===== src/rtl/fetch_pkg.sv =====
// fetch_pkg: shared types and constants for the fetch stage
package fetch_pkg;
   localparam logic [31:0] RESET_PC_DEF = 32'h0000_0000;
   localparam int BPTAG_W = 16;
   typedef enum logic {RUN, HALT} state_t;
   typedef struct packed {
      logic               error;
      logic [30:0]        addr;
      logic [31:0]        insn;
      logic [BPTAG_W-1:0] bptag;
      logic               bptaken;
   } entry_t;
   typedef struct packed {
      logic [29:0]        addr;
      logic               bptaken;
      logic [BPTAG_W-1:0] bptag;
   } inflight_t;
endpackage


===== src/rtl/fetch_fifo.sv =====
// fetch_fifo: synchronous FIFO with occupancy count and flush
module fetch_fifo #(
   parameter int WIDTH = 8,
   parameter int DEPTH = 4
)(
   input  logic                           clk,
   input  logic                           rst_n,
   input  logic                           push,
   input  logic                           pop,
   input  logic                           flush,
   input  logic [WIDTH-1:0]               din,
   output logic [WIDTH-1:0]               dout,
   output logic [$clog2(DEPTH+1)-1:0]     count
);
   localparam int CW = $clog2(DEPTH+1);
   localparam int AW = $clog2(DEPTH);
   logic [WIDTH-1:0] mem [DEPTH];
   logic [AW-1:0] wp, rp;
   logic do_push, do_pop;
   assign do_pop = pop & (count != '0);
   assign do_push = push & ((count != CW'(DEPTH)) | do_pop);
   assign dout = mem[rp];
   always_ff @(posedge clk or negedge rst_n)
      if (!rst_n) begin
         wp <= '0;
         rp <= '0;
         count <= '0;
      end else if (flush) begin
         wp <= '0;
         rp <= '0;
         count <= '0;
      end else begin
         if (do_push) wp <= wp + 1'b1;
         if (do_pop) rp <= rp + 1'b1;
         count <= count + CW'(do_push) - CW'(do_pop);
      end
   always_ff @(posedge clk)
      if (do_push && !flush) mem[wp] <= din;
endmodule


===== src/rtl/fetch.sv =====
// fetch: PC owner issuing I-cache requests and queueing responses for decode
module fetch
   import fetch_pkg::*;
#(
   parameter logic [31:0] RESET_PC = RESET_PC_DEF,
   parameter int QDEPTH = 4
)(
   input  logic               clk,
   input  logic               rst_n,
   output logic               fetch_ic_req,
   output logic [29:0]        fetch_ic_addr,
   input  logic               ic_fetch_ready,
   input  logic               ic_fetch_valid,
   input  logic               ic_fetch_error,
   input  logic [31:0]        ic_fetch_insn,
   output logic [29:0]        fetch_bp_addr,
   input  logic               bp_fetch_taken,
   input  logic [30:0]        bp_fetch_target,
   input  logic [BPTAG_W-1:0] bp_fetch_tag,
   output logic               fetch_de_valid,
   output logic               fetch_de_error,
   output logic [30:0]        fetch_de_addr,
   output logic [31:0]        fetch_de_insn,
   output logic [BPTAG_W-1:0] fetch_de_bptag,
   output logic               fetch_de_bptaken,
   input  logic               decode_stall,
   input  logic               rob_flush,
   input  logic [30:0]        rob_flush_pc
);
   localparam int CW = $clog2(QDEPTH+1);
   state_t state, state_nx;
   logic [31:1] pc;
   logic [CW-1:0] inflight, qcount, drop;
   logic [CW:0] used;
   logic hs, resp_keep, mis_push, q_push, q_pop;
   inflight_t if_in, if_out;
   entry_t q_in, q_out;
   // in-flight requests and queued entries share one credit pool so a response always finds room
   assign used = {1'b0, inflight} + {1'b0, qcount};
   assign fetch_ic_req = rst_n & (state == RUN) & ~pc[1] & ~rob_flush & (used < (CW+1)'(QDEPTH));
   assign fetch_ic_addr = pc[31:2];
   assign fetch_bp_addr = pc[31:2];
   assign hs = fetch_ic_req & ic_fetch_ready;
   assign resp_keep = ic_fetch_valid & ~rob_flush & (drop == '0);
   assign mis_push = (state == RUN) & pc[1] & ~rob_flush & (inflight == '0) & (qcount < CW'(QDEPTH));
   assign q_push = resp_keep | mis_push;
   assign q_pop = fetch_de_valid & ~decode_stall;
   assign if_in = '{addr: pc[31:2], bptaken: bp_fetch_taken, bptag: bp_fetch_tag};
   assign q_in = mis_push ? '{error: 1'b1, addr: pc, insn: '0, bptag: '0, bptaken: 1'b0}
                          : '{error: ic_fetch_error, addr: {if_out.addr, 1'b0},
                              insn: ic_fetch_error ? '0 : ic_fetch_insn,
                              bptag: if_out.bptag, bptaken: if_out.bptaken};
   fetch_fifo #(.WIDTH($bits(inflight_t)), .DEPTH(QDEPTH)) u_inflight (
      .clk(clk), .rst_n(rst_n), .push(hs), .pop(ic_fetch_valid), .flush(1'b0),
      .din(if_in), .dout(if_out), .count(inflight)
   );
   fetch_fifo #(.WIDTH($bits(entry_t)), .DEPTH(QDEPTH)) u_queue (
      .clk(clk), .rst_n(rst_n), .push(q_push), .pop(q_pop), .flush(rob_flush),
      .din(q_in), .dout(q_out), .count(qcount)
   );
   assign fetch_de_valid = qcount != '0;
   assign fetch_de_error = fetch_de_valid & q_out.error;
   assign fetch_de_addr = fetch_de_valid ? q_out.addr : '0;
   assign fetch_de_insn = fetch_de_valid ? q_out.insn : '0;
   assign fetch_de_bptag = fetch_de_valid ? q_out.bptag : '0;
   assign fetch_de_bptaken = fetch_de_valid & q_out.bptaken;
   always_comb
      state_nx = rob_flush ? RUN : (mis_push | (resp_keep & ic_fetch_error)) ? HALT : state;
   always_ff @(posedge clk or negedge rst_n)
      if (!rst_n) begin
         pc <= RESET_PC[31:1];
         state <= RUN;
         drop <= '0;
      end else begin
         pc <= rob_flush ? rob_flush_pc : hs ? (bp_fetch_taken ? bp_fetch_target : pc + 31'd2) : pc;
         state <= state_nx;
         drop <= rob_flush ? inflight - CW'(ic_fetch_valid)
               : (ic_fetch_valid && drop != '0) ? drop - 1'b1 : drop;
      end
endmodule


===== config.mk =====
export PLATFORM = sky130hd
export DESIGN_NAME = fetch
export DESIGN_NICKNAME = d
export VERILOG_FILES = /design/src/rtl/fetch_pkg.sv /design/src/rtl/fetch_fifo.sv /design/src/rtl/fetch.sv
export SDC_FILE = /design/constraint.sdc
export NUM_CORES = 1
export LEC_CHECK = 0
export BUFFER_PORTS_ARGS = -buffer_cell sky130_fd_sc_hd__buf_2
export CORE_ASPECT_RATIO = 0.8
export CORE_MARGIN = 1.5
export CORE_UTILIZATION = 60
export DETAILED_ROUTE_END_ITERATION = 6
export PLACE_DENSITY = 0.83
export SETUP_SLACK_MARGIN = 0.5
export SLEW_MARGIN = 30
export SYNTH_ARGS = -nofsm -noshare
export SYNTH_HDL_FRONTEND = slang
export SYNTH_SLANG_ARGS = --single-unit
export TNS_END_PERCENT = 100

===== constraint.sdc =====
create_clock -name clk -period 10.74 [get_ports clk]
set_clock_uncertainty 0.2 [all_clocks]
set_input_delay 3.222 -clock clk [delete_from_list [all_inputs] [get_ports clk]]
set_output_delay 3.222 -clock clk [all_outputs]
set_load 0.1 [all_outputs]

==> results_dict.tcl <==
set metrics [dict create \
    status "completed" \
    die_h_um 180 \
    cts_resized 0 \
    hold_viol_final 0 \
    hold_path_class "flip-flop to flip-flop" \
    synth_top_cells_by_count "edfxtp_1, mux4_2, and2_1" \
    power_frac_clock_pct 24.3 \
    max_cap_viol_count 0 \
    syn_nets 1451 \
    drive_gt1_share_pct 34.7 \
    die_area_um2 40500 \
    drc 0 \
    combPwrFrac_pct 38.3 \
    grt_max_degree 84 \
    min_path_cells 1 \
    swShare_pct 41.3 \
    worstMarginPinSlew_ns 0.911 \
    min_period_over_period_pct 78.1 \
    ys_ff_latch 561 \
    post_synth_main_area_contributors "edfxtp_1, mux4_2, dfrtp_1, and2_1, buf_4" \
    grt_pass1_wl_um 77000 \
    cts_root_buf "clkbuf_16" \
    avgSynthCellArea_um2 18.0 \
    p_total_w 0.00760 \
    viasPerCell 6.19 \
    vias 12700 \
    fmax_mhz 119 \
    final_nets 1657 \
    row_count 64 \
    clk_path_buf_depth 3 \
    ir_worst_vdd_v 0.000166 \
    final_cell_area_um2 26700 \
    worstPathRequired_ns 7.32 \
    cts_setup_buffers 0 \
    p_int_w 0.00446 \
    ys_seq_area_share_pct 70.5 \
    synth_most_common_cell "edfxtp_1" \
    p_sw_w 0.00314 \
    synth.cell_area_um2 23600 \
    seqPwrFrac_pct 37.4 \
    tns_ns 0 \
    die_w_um 225 \
    startpoint_type "primary input" \
    insertion_delay_ns 0.57 \
    dpl_cell_area_um2 25000 \
    grt_use_total_pct 25.3 \
    critPathKind "primary input to output pin" \
    gp_congestion 0.825 \
    grt_pass1_vias 13100 \
    p_leak_nw 9.32 \
    io_pins 261 \
    yosysWarnings 0 \
    overflow 0 \
    area_growth_pct 13.2 \
    antenna_found_initial 1 \
    start_util_pct 61.3 \
    clk_pin_slew_ns 0.06 \
    slew_violations 0 \
    clkSinkCount 561 \
    final_util_pct 69.4 \
    initialDrtViolationCount 1385 \
    setup_viol 0 \
    port_buffers 260 \
    firstDrtPassIters 5 \
    cp_data_arrival_time_ns 4.97 \
    routed_wl_um 50400 \
    crit_path_end_kind "output pin" \
    numCtsBuffers 53 \
    cts_tree "built" \
    period_needed_ns 8.39 \
    synth_ff_type "edfxtp_1" \
    h-tree-depth 2 \
    async_flop_share_pct 8.73 \
    r2r_slack_ns 7.01 \
    wl_per_cell_um 24.5 \
    yosys.area.top_type_share_pct 65.3 \
    synth_area_leader_cell "edfxtp_1" \
    dp_hpwl_um 29500 \
    power_density_nw_per_um2 285 \
    r2r_cells 7 \
    grt_setup_unrepaired "no" \
    crit_fanout 50 \
    ys_types 62 \
    slew_headroom_pct 39.2 \
    holdBufCountCts 0 \
    synth_edf_count 512 \
    antenna_left 0 \
    core-area_um2 38400 \
    synthCells 1312 \
]
## per-layer routing
| metal | GRT usage (%) | share of wire, % | vias up |
|---|---|---|---|
| li1 | - | - | 5524 |
| met1 | 35.1 | 41 | 6461 |
| met2 | 41.1 | 48 | 641 |
| met3 | 5.40 | 8.5 | 104 |
| met4 | 7.36 | 2.6 | 0 |
| met5 | 0 | 0 | - |
## through the flow
stage | hold WS (ns) | setup WS (ns) | std cells
floorplan | 0.312 | 3.23 | 1312
global placement | 0.327 | 2.38 | 1957
detailed placement | 0.353 | 2.32 | 1958
CTS | 0.374 | 2.33 | 2054
global route | 0.400 | 2.19 | 2055
finish | 0.370 | 2.35 | 2056
## power groups by stage
stage,logic [W],clock network (W),registers (W)
after floorplan,0.00255,0,0.00275
after global placement,0.00284,0,0.00291
after detailed placement,0.00291,0,0.00289
after CTS,0.00293,0.00188,0.00284
after global routing,0.00305,0.00196,0.00286
final,0.00291,0.00185,0.00284
## cell type report
type,count,area [um^2]
flip-flops and latches,561,16600
fillers,2415,11800
well taps,495,619
clock inverters,25,302
clock buffers,71,1400
inverters,18,67.6
diodes,2,5.00
repair buffers,284,1510
multi-input cells,600,6150
## path summary, 6_finish.rpt
path,to,startpoint
setup reg to reg,u_inflight.mem[3][3],u_inflight.count[1]
hold / removal,u_inflight.wp[1],u_inflight.wp[1]
min in group asynchronous,pc[23],rst_n
setup / recovery,fetch_ic_req,rst_n
max in group asynchronous,u_inflight.rp[0],rst_n
hold reg to reg,u_inflight.wp[1],u_inflight.wp[1]
## critical path, stage by stage
cell and delay, ns:
buf_2 0.08, buf_4 0.53, nor4b_1 0.32, and3_1 0.32
buf_2 0.47
## cells in the final DEF (no fill, tap or decap), types with 5 or more instances in the layout
master     synthesis  layout
nand4_1            8       8
a222oi_1           5       5
o21ai_0           23      23
nor3_1            15      15
inv_1             18      18
mux2_2            30      30
dfrtp_1           49      45
a21oi_1           20      19
nand2_1           27      27
nor2b_1           24      24
ha_1              19      19
a31oi_1           15      15
mux4_2           128     128
nand3_1           13      13
clkinv_2           0       5
buf_4             63      20
edfxtp_1         512     512
clkbuf_16          0      53
clkinv_1           0       9
o21ai_1           16      16
clkbuf_1          40      17
bufinv_16          0       7
nor2_1            43      41
and2_1           122     114
xnor2_1            8       8
a22o_1            10      10
buf_2             27     260
and2_4             1       5
## state kept, by name, indices dropped and copies added, names as in the netlist
signal,flops
drop,3
pc,31
state,1
u_inflight.count,3
u_inflight.mem,188
u_inflight.rp,2
u_inflight.wp,2
u_queue.count,3
u_queue.mem,324
u_queue.rp,2
u_queue.wp,2
## cells by family after synthesis
logic type / share of synthesized area [%]
and+or+nand+nor: 6.85
xor gates and xnor gates: 0.409
DFF: 70.5
AOI/OAI and AO/OA: 3.65
muxes: 13.9
adders and majority gates: 1.18
buffers and inverters: 3.55
(Power assumes the default switching activity.)
